**config.mk**
```make
export PLATFORM = sky130hd
export DESIGN_NAME = dmem_timer
export DESIGN_NICKNAME = d
export VERILOG_FILES = /design/src/rtl/dmem_timer_pkg.sv /design/src/rtl/dmem_timer_prescaler.sv /design/src/rtl/dmem_timer.sv
export SDC_FILE = /design/constraint.sdc
export NUM_CORES = 1
export LEC_CHECK = 0
export ABC_AREA = 1
export ABC_CLOCK_PERIOD_IN_PS = 8400
export CAP_MARGIN = 20
export CORE_UTILIZATION = 50
export DETAILED_ROUTE_END_ITERATION = 7
export DONT_BUFFER_PORTS = 1
export GPL_TIMING_DRIVEN = 0
export PLACE_DENSITY = 0.65
export SYNTH_ARGS = -nofsm -noshare
export SYNTH_HDL_FRONTEND = slang
export SYNTH_SLANG_ARGS = --single-unit
```
**constraint.sdc**
```tcl
create_clock -name clk -period 8.4 [get_ports clk]
set_clock_uncertainty 0.2 [all_clocks]
set_input_delay 1.68 -clock clk [delete_from_list [all_inputs] [get_ports clk]]
set_output_delay 1.68 -clock clk [all_outputs]
set_load 0.01 [all_outputs]
```
**src/rtl/dmem_timer_pkg.sv**
```systemverilog
// Shared definitions for the data-memory-mapped machine timer:
// access-size encodings, register offsets, ctrl bit layout and a byte-merge helper.
package dmem_timer_pkg;

  // RW_type[1:0] access sizes (RISC-V funct3 low bits); RW_type[2] selects zero-extension
  localparam logic [1:0] SIZE_B = 2'b00;
  localparam logic [1:0] SIZE_H = 2'b01;
  localparam logic [1:0] SIZE_W = 2'b10;
  localparam int         ZEXT_BIT = 2;

  // Word index inside the 32-byte window (addr[4:2])
  localparam logic [2:0] IDX_MTIME_LO = 3'd0;
  localparam logic [2:0] IDX_MTIME_HI = 3'd1;
  localparam logic [2:0] IDX_CMP_LO   = 3'd2;
  localparam logic [2:0] IDX_CMP_HI   = 3'd3;
  localparam logic [2:0] IDX_CTRL     = 3'd4;

  localparam int          CTRL_EN_BIT    = 0;
  localparam int          CTRL_IE_BIT    = 1;
  localparam int          CTRL_PRESC_LSB = 8;
  localparam int          PRESC_W        = 8;
  localparam logic [31:0] CTRL_MASK      = 32'h0000_FF03;

  localparam logic [63:0] CMP_RESET = 64'hFFFF_FFFF_FFFF_FFFF;

  // Decoded store lanes: which bytes change and the lane-replicated data
  typedef struct packed {
    logic [3:0]  be;
    logic [31:0] data;
  } lane_wr_t;

  function automatic logic [31:0] merge_bytes(input logic [31:0] old_val,
                                              input logic [31:0] new_val,
                                              input logic [3:0]  be);
    logic [31:0] r;
    r = old_val;
    for (int i = 0; i < 4; i++) begin
      if (be[i]) r[8*i +: 8] = new_val[8*i +: 8];
    end
    return r;
  endfunction

endpackage

```
**src/rtl/dmem_timer_prescaler.sv**
```systemverilog
// Prescaler for the machine timer: produces one tick every PRESC+1 enabled cycles.
module dmem_timer_prescaler
  import dmem_timer_pkg::*;
(
  input  logic               clk,
  input  logic               reset,
  input  logic               en,
  input  logic [PRESC_W-1:0] presc,
  input  logic               clear,
  output logic               tick
);

  logic [PRESC_W-1:0] presc_cnt;

  assign tick = en && (presc_cnt == presc);

  // clear wins over counting so a ctrl store always restarts the period
  always_ff @(posedge clk or posedge reset) begin
    if (reset) begin
      presc_cnt <= '0;
    end else if (clear) begin
      presc_cnt <= '0;
    end else if (en) begin
      if (presc_cnt == presc) presc_cnt <= '0;
      else                    presc_cnt <= presc_cnt + 1'b1;
    end
  end

endmodule

```
**src/rtl/dmem_timer.sv**
```systemverilog
// Machine timer responder on the single-cycle core's data-memory port:
// 64-bit mtime with prescaler, 64-bit mtimecmp, ctrl register, registered interrupt.
module dmem_timer
  import dmem_timer_pkg::*;
#(
  parameter logic [31:0] BASE_ADDR = 32'h0000_2000
) (
  input  logic        clk,
  input  logic        reset,
  input  logic        W_en,
  input  logic        R_en,
  input  logic [31:0] addr,
  input  logic [2:0]  RW_type,
  input  logic [31:0] din,
  output logic [31:0] dout,
  output logic        hit,
  output logic        timer_irq
);

  // Access semantics: there is no handshake. A load (R_en & hit) returns data
  // combinationally in the same cycle from pre-edge state; a store (W_en & hit)
  // commits on the rising edge. Both may occur in one cycle.

  logic [63:0] mtime;
  logic [63:0] mtimecmp;
  logic [31:0] mtimeh_shadow;
  logic [31:0] ctrl;

  logic [2:0]  reg_idx;
  logic [1:0]  lane;
  logic [1:0]  size;
  logic        aligned;
  lane_wr_t    lane_wr;
  logic [3:0]  wr_be;
  logic        wr_any;
  logic        wr_mtime_lo, wr_mtime_hi, wr_cmp_lo, wr_cmp_hi, wr_ctrl;
  logic        snap;
  logic        tick;
  logic [31:0] rd_word;
  logic [31:0] rd_data;
  logic [7:0]  rd_byte;
  logic [15:0] rd_half;

  assign reg_idx = addr[4:2];
  assign lane    = addr[1:0];
  assign size    = RW_type[1:0];
  assign hit     = (addr[31:5] == BASE_ADDR[31:5]);

  // Lane decode shared by loads and stores
  always_comb begin
    aligned      = 1'b0;
    lane_wr.be   = 4'b0000;
    lane_wr.data = din;
    case (size)
      SIZE_B: begin
        aligned      = 1'b1;
        lane_wr.be   = 4'b0001 << lane;
        lane_wr.data = {4{din[7:0]}};
      end
      SIZE_H: begin
        aligned      = ~lane[0];
        lane_wr.be   = lane[1] ? 4'b1100 : 4'b0011;
        lane_wr.data = {2{din[15:0]}};
      end
      SIZE_W: begin
        aligned      = (lane == 2'b00);
        lane_wr.be   = 4'b1111;
        lane_wr.data = din;
      end
      default: begin
        aligned      = 1'b0;
        lane_wr.be   = 4'b0000;
        lane_wr.data = din;
      end
    endcase
  end

  assign wr_be       = (W_en && hit && aligned) ? lane_wr.be : 4'b0000;
  assign wr_any      = |wr_be;
  assign wr_mtime_lo = wr_any && (reg_idx == IDX_MTIME_LO);
  assign wr_mtime_hi = wr_any && (reg_idx == IDX_MTIME_HI);
  assign wr_cmp_lo   = wr_any && (reg_idx == IDX_CMP_LO);
  assign wr_cmp_hi   = wr_any && (reg_idx == IDX_CMP_HI);
  assign wr_ctrl     = wr_any && (reg_idx == IDX_CTRL);

  // Any load touching the low mtime word freezes the high word for a later read
  assign snap = R_en && hit && (reg_idx == IDX_MTIME_LO);

  dmem_timer_prescaler u_prescaler (
    .clk   (clk),
    .reset (reset),
    .en    (ctrl[CTRL_EN_BIT]),
    .presc (ctrl[CTRL_PRESC_LSB +: PRESC_W]),
    .clear (wr_ctrl),
    .tick  (tick)
  );

  always_ff @(posedge clk or posedge reset) begin
    if (reset) begin
      mtime         <= '0;
      mtimeh_shadow <= '0;
      mtimecmp      <= CMP_RESET;
      ctrl          <= '0;
      timer_irq     <= 1'b0;
    end else begin
      // A store to either mtime word suppresses this cycle's tick
      if (wr_mtime_lo || wr_mtime_hi) begin
        if (wr_mtime_lo) mtime[31:0]  <= merge_bytes(mtime[31:0], lane_wr.data, wr_be);
        if (wr_mtime_hi) mtime[63:32] <= merge_bytes(mtime[63:32], lane_wr.data, wr_be);
      end else if (tick) begin
        mtime <= mtime + 64'd1;
      end

      if (wr_mtime_hi)  mtimeh_shadow <= merge_bytes(mtime[63:32], lane_wr.data, wr_be);
      else if (snap)    mtimeh_shadow <= mtime[63:32];

      if (wr_cmp_lo) mtimecmp[31:0]  <= merge_bytes(mtimecmp[31:0], lane_wr.data, wr_be);
      if (wr_cmp_hi) mtimecmp[63:32] <= merge_bytes(mtimecmp[63:32], lane_wr.data, wr_be);
      if (wr_ctrl)   ctrl            <= merge_bytes(ctrl, lane_wr.data, wr_be) & CTRL_MASK;

      timer_irq <= ctrl[CTRL_IE_BIT] && (mtime >= mtimecmp);
    end
  end

  always_comb begin
    rd_word = 32'h0;
    case (reg_idx)
      IDX_MTIME_LO: rd_word = mtime[31:0];
      IDX_MTIME_HI: rd_word = mtimeh_shadow;
      IDX_CMP_LO:   rd_word = mtimecmp[31:0];
      IDX_CMP_HI:   rd_word = mtimecmp[63:32];
      IDX_CTRL:     rd_word = ctrl;
      default:      rd_word = 32'h0;
    endcase
  end

  assign rd_byte = rd_word[{lane, 3'b000} +: 8];
  assign rd_half = lane[1] ? rd_word[31:16] : rd_word[15:0];

  always_comb begin
    rd_data = 32'h0;
    if (aligned) begin
      case (size)
        SIZE_B:  rd_data = RW_type[ZEXT_BIT] ? {24'h0, rd_byte} : {{24{rd_byte[7]}}, rd_byte};
        SIZE_H:  rd_data = RW_type[ZEXT_BIT] ? {16'h0, rd_half} : {{16{rd_half[15]}}, rd_half};
        SIZE_W:  rd_data = rd_word;
        default: rd_data = 32'h0;
      endcase
    end
  end

  assign dout = (R_en && hit) ? rd_data : 32'h0;

endmodule
```
==> run metrics <==
status=finished, final reports clean; dpl cells=2724; global-route met2 utilization=68.5%; CORE AREA=0.0289 mm^2; Yosys top cell area share=20.1%; CTS buffer count=17; required time worst endpoint=6.52 ns; Synth Cell Area=0.0147 mm^2; total gr overflow=0; async set or reset register ratio after synthesis=100%; dpl ws=2.20 ns; Tot GR Track Use=45.7%; Max H-tree Level=4; hold crit path type=flip-flop to flip-flop; grt peak-use layer=met2; Hold Buf Count CTS=0; synthesis-to-finish area growth=7.73%; layout cell share with drive strength beyond 1=8.05%; Final #Nets=2496; Mean Syn Cell Area=6.31 um^2; chip height=174 um; final core occ=55.0%; slack of the critical path=1.96 ns; CP Data Arrival Time=4.56 ns; Fmax=155 MHz; TNS Setup=0 ns; RSZ-0062 raised after global routing=no; register area share after synthesis=30.9%; global-route wire length before repair=99500 um; CTS root buffer=clkbuf_16; Slew Viols, Final=0; Synth Warn #=0; Slew headroom=17.5%; Cells after Synth=2337; initial antenna violation count=1; worst-case clock buffer depth=2; WL final=68000 um; CP Max Fanout=10; met3 GRT Util=11.2%; met1 usage in global routing=57.4%; largest net degree at the start of global routing=108; PwrDens=119 mW/mm^2; drt first pass iters=8; crit path launch type=input pin; top_reg_cell synth=dfrtp_1; Synth cell types=46; hold_ws=0.276 ns; Mapped Nets=2474; Avg WL per Cell=24.7 um; vias in the first global route=15742; crit path kind=input pin to output pin; GPL Wtd Cong=1.10; fin crit share=76.6%; worst slew pin tran=1.24 ns; Vias/cell=6.02; # port buffers=0; worst IR drop on VDD=0.156 mV; Finished Layout Cells=2757; Starting DRT DRC Count=1961; Sink Count=179; CTS tree=yes; synth top area cells=nand2_1 (20%), dfrtp_1 (20%), dfstp_2 (11%); Final Hold Viols=0; antenna viol nets, final=0; max-cap violations=0; CTS clk-pin slew, worst paths=0.07 ns; leading area contributor after synthesis=nand2_1; num rows=62; Static Leakage=0.00698 uW; Starting Density=51.1%; endpoint type of the worst setup path=output pin; # setup viols final=0; die width=174 um; postcts setup bufs=0; number of synthesized flops with an enable pin=0; #FFs+latches synth=179; Post-DP HPWL=54400 um; DR vias=16600; latest clock arrival within the worst-skew pair=0.48 ns; die area=0.0302 mm^2; IO Pins=105; fin crit period=6.44 ns; post_cts resized=0; drc violations=0
-- stage by stage --
step,cell area [um^2],power (uW)
6_report,15900,1890
4_1_cts,15900,1880
5_1_grt,15900,1910
3_3_place_gp,15200,1030
3_5_place_dp,15300,1030
2_1_floorplan,14700,957
-- worst paths after layout --
| kind | cells after the start | startpoint | slack (ns) | to |
|---|---|---|---|---|
| min in group asynchronous | 1 | reset | 0.91 | timer_irq$_DFF_PP0_ |
| worst min-delay path | 2 | mtimecmp[41]$_DFFE_PP1P_ | 0.28 | mtimecmp[41]$_DFFE_PP1P_ |
| worst max register to register | 12 | mtime[0]$_DFFE_PP0P_ | 5.08 | mtime[24]$_DFFE_PP0P_ |
| worst min register to register | 2 | mtimecmp[41]$_DFFE_PP1P_ | 0.28 | mtimecmp[41]$_DFFE_PP1P_ |
| max in group asynchronous | 2 | reset | 6.12 | mtime[52]$_DFFE_PP0P_ |
| worst max-delay path | 9 | addr[4] | 1.96 | dout[22] |
-- critical path, cell delays in order --
cell      delay (ns)
inv_1           0.06
nand3_1         0.21
clkbuf_1        0.57
clkbuf_1        0.78
o22ai_1         0.28
nor2_1          0.58
nor2_1          0.10
a21oi_1         0.17
a21oi_1         0.13
-- logic make-up (layout without fill, tap and decap cells) --
kind of cell	Yosys count	count (layout)	synth area share, %
compound gates	359	359	13.6
fa+ha+maj	66	66	5.60
simple gates	1357	1357	38.3
xor+xnor	40	40	2.38
buf+inv	336	371	9.26
other cells	0	1	0
flops	179	179	30.9
-- metal layers --
layer  vias up  wire length [um]
met5         -                 0
met2      1110             28700
met3       226              7820
li1       7558                 -
met4         0              5350
met1      7706             26100
-- power by group --
part           internal (uW)  switching [uW]  total (uW)
Combinational           25.4             132         157
Clock                    434             431         866
Sequential               863      0.00000681         863
Total                   1320             563        1890
-- area by class of cell --
class / count / area [um^2]
multi-input combinational: 1822 / 8820
inverter: 264 / 1000
antenna: 1 / 2.50
clock inverter: 13 / 158
sequential: 179 / 4560
buffer: 72 / 370
clock buffer: 19 / 443
fill: 2970 / 13000
tap: 384 / 480
timing repair buffer: 3 / 42.5
-- state kept, by name, summed over array words and instances, names as in the netlist --
signal / count
timer_irq: 1
mtime: 64
mtimeh_shadow: 32
ctrl: 10
mtimecmp: 64
u_prescaler.presc_cnt: 8
-- Yosys cell counts, drive strengths merged, types with 6 or more instances --
master and number:
nand2 798, o21a 10, and2 8, nand4 37, a21oi 131, xnor2 9, inv 261, o21ai 152
clkbuf 23, o211ai 36, o22ai 13, dfrtp 115, xor2 31, ha 66, nand3 167, nand3b 7
dfstp 64, a22oi 6, buf 49, nor2 314, nor3 24
-- placed cells by master, fill, tap and decap left out, types with 31 or more instances in the layout --
cell type	n
xor2_1	31
o21ai_0	128
nor2_1	304
o211ai_1	36
a21oi_1	131
nand4_1	37
inv_1	253
ha_1	66
buf_2	38
dfrtp_1	115
nand3_1	157
dfstp_2	64
nand2_1	790
(Power assumes the default switching activity.)
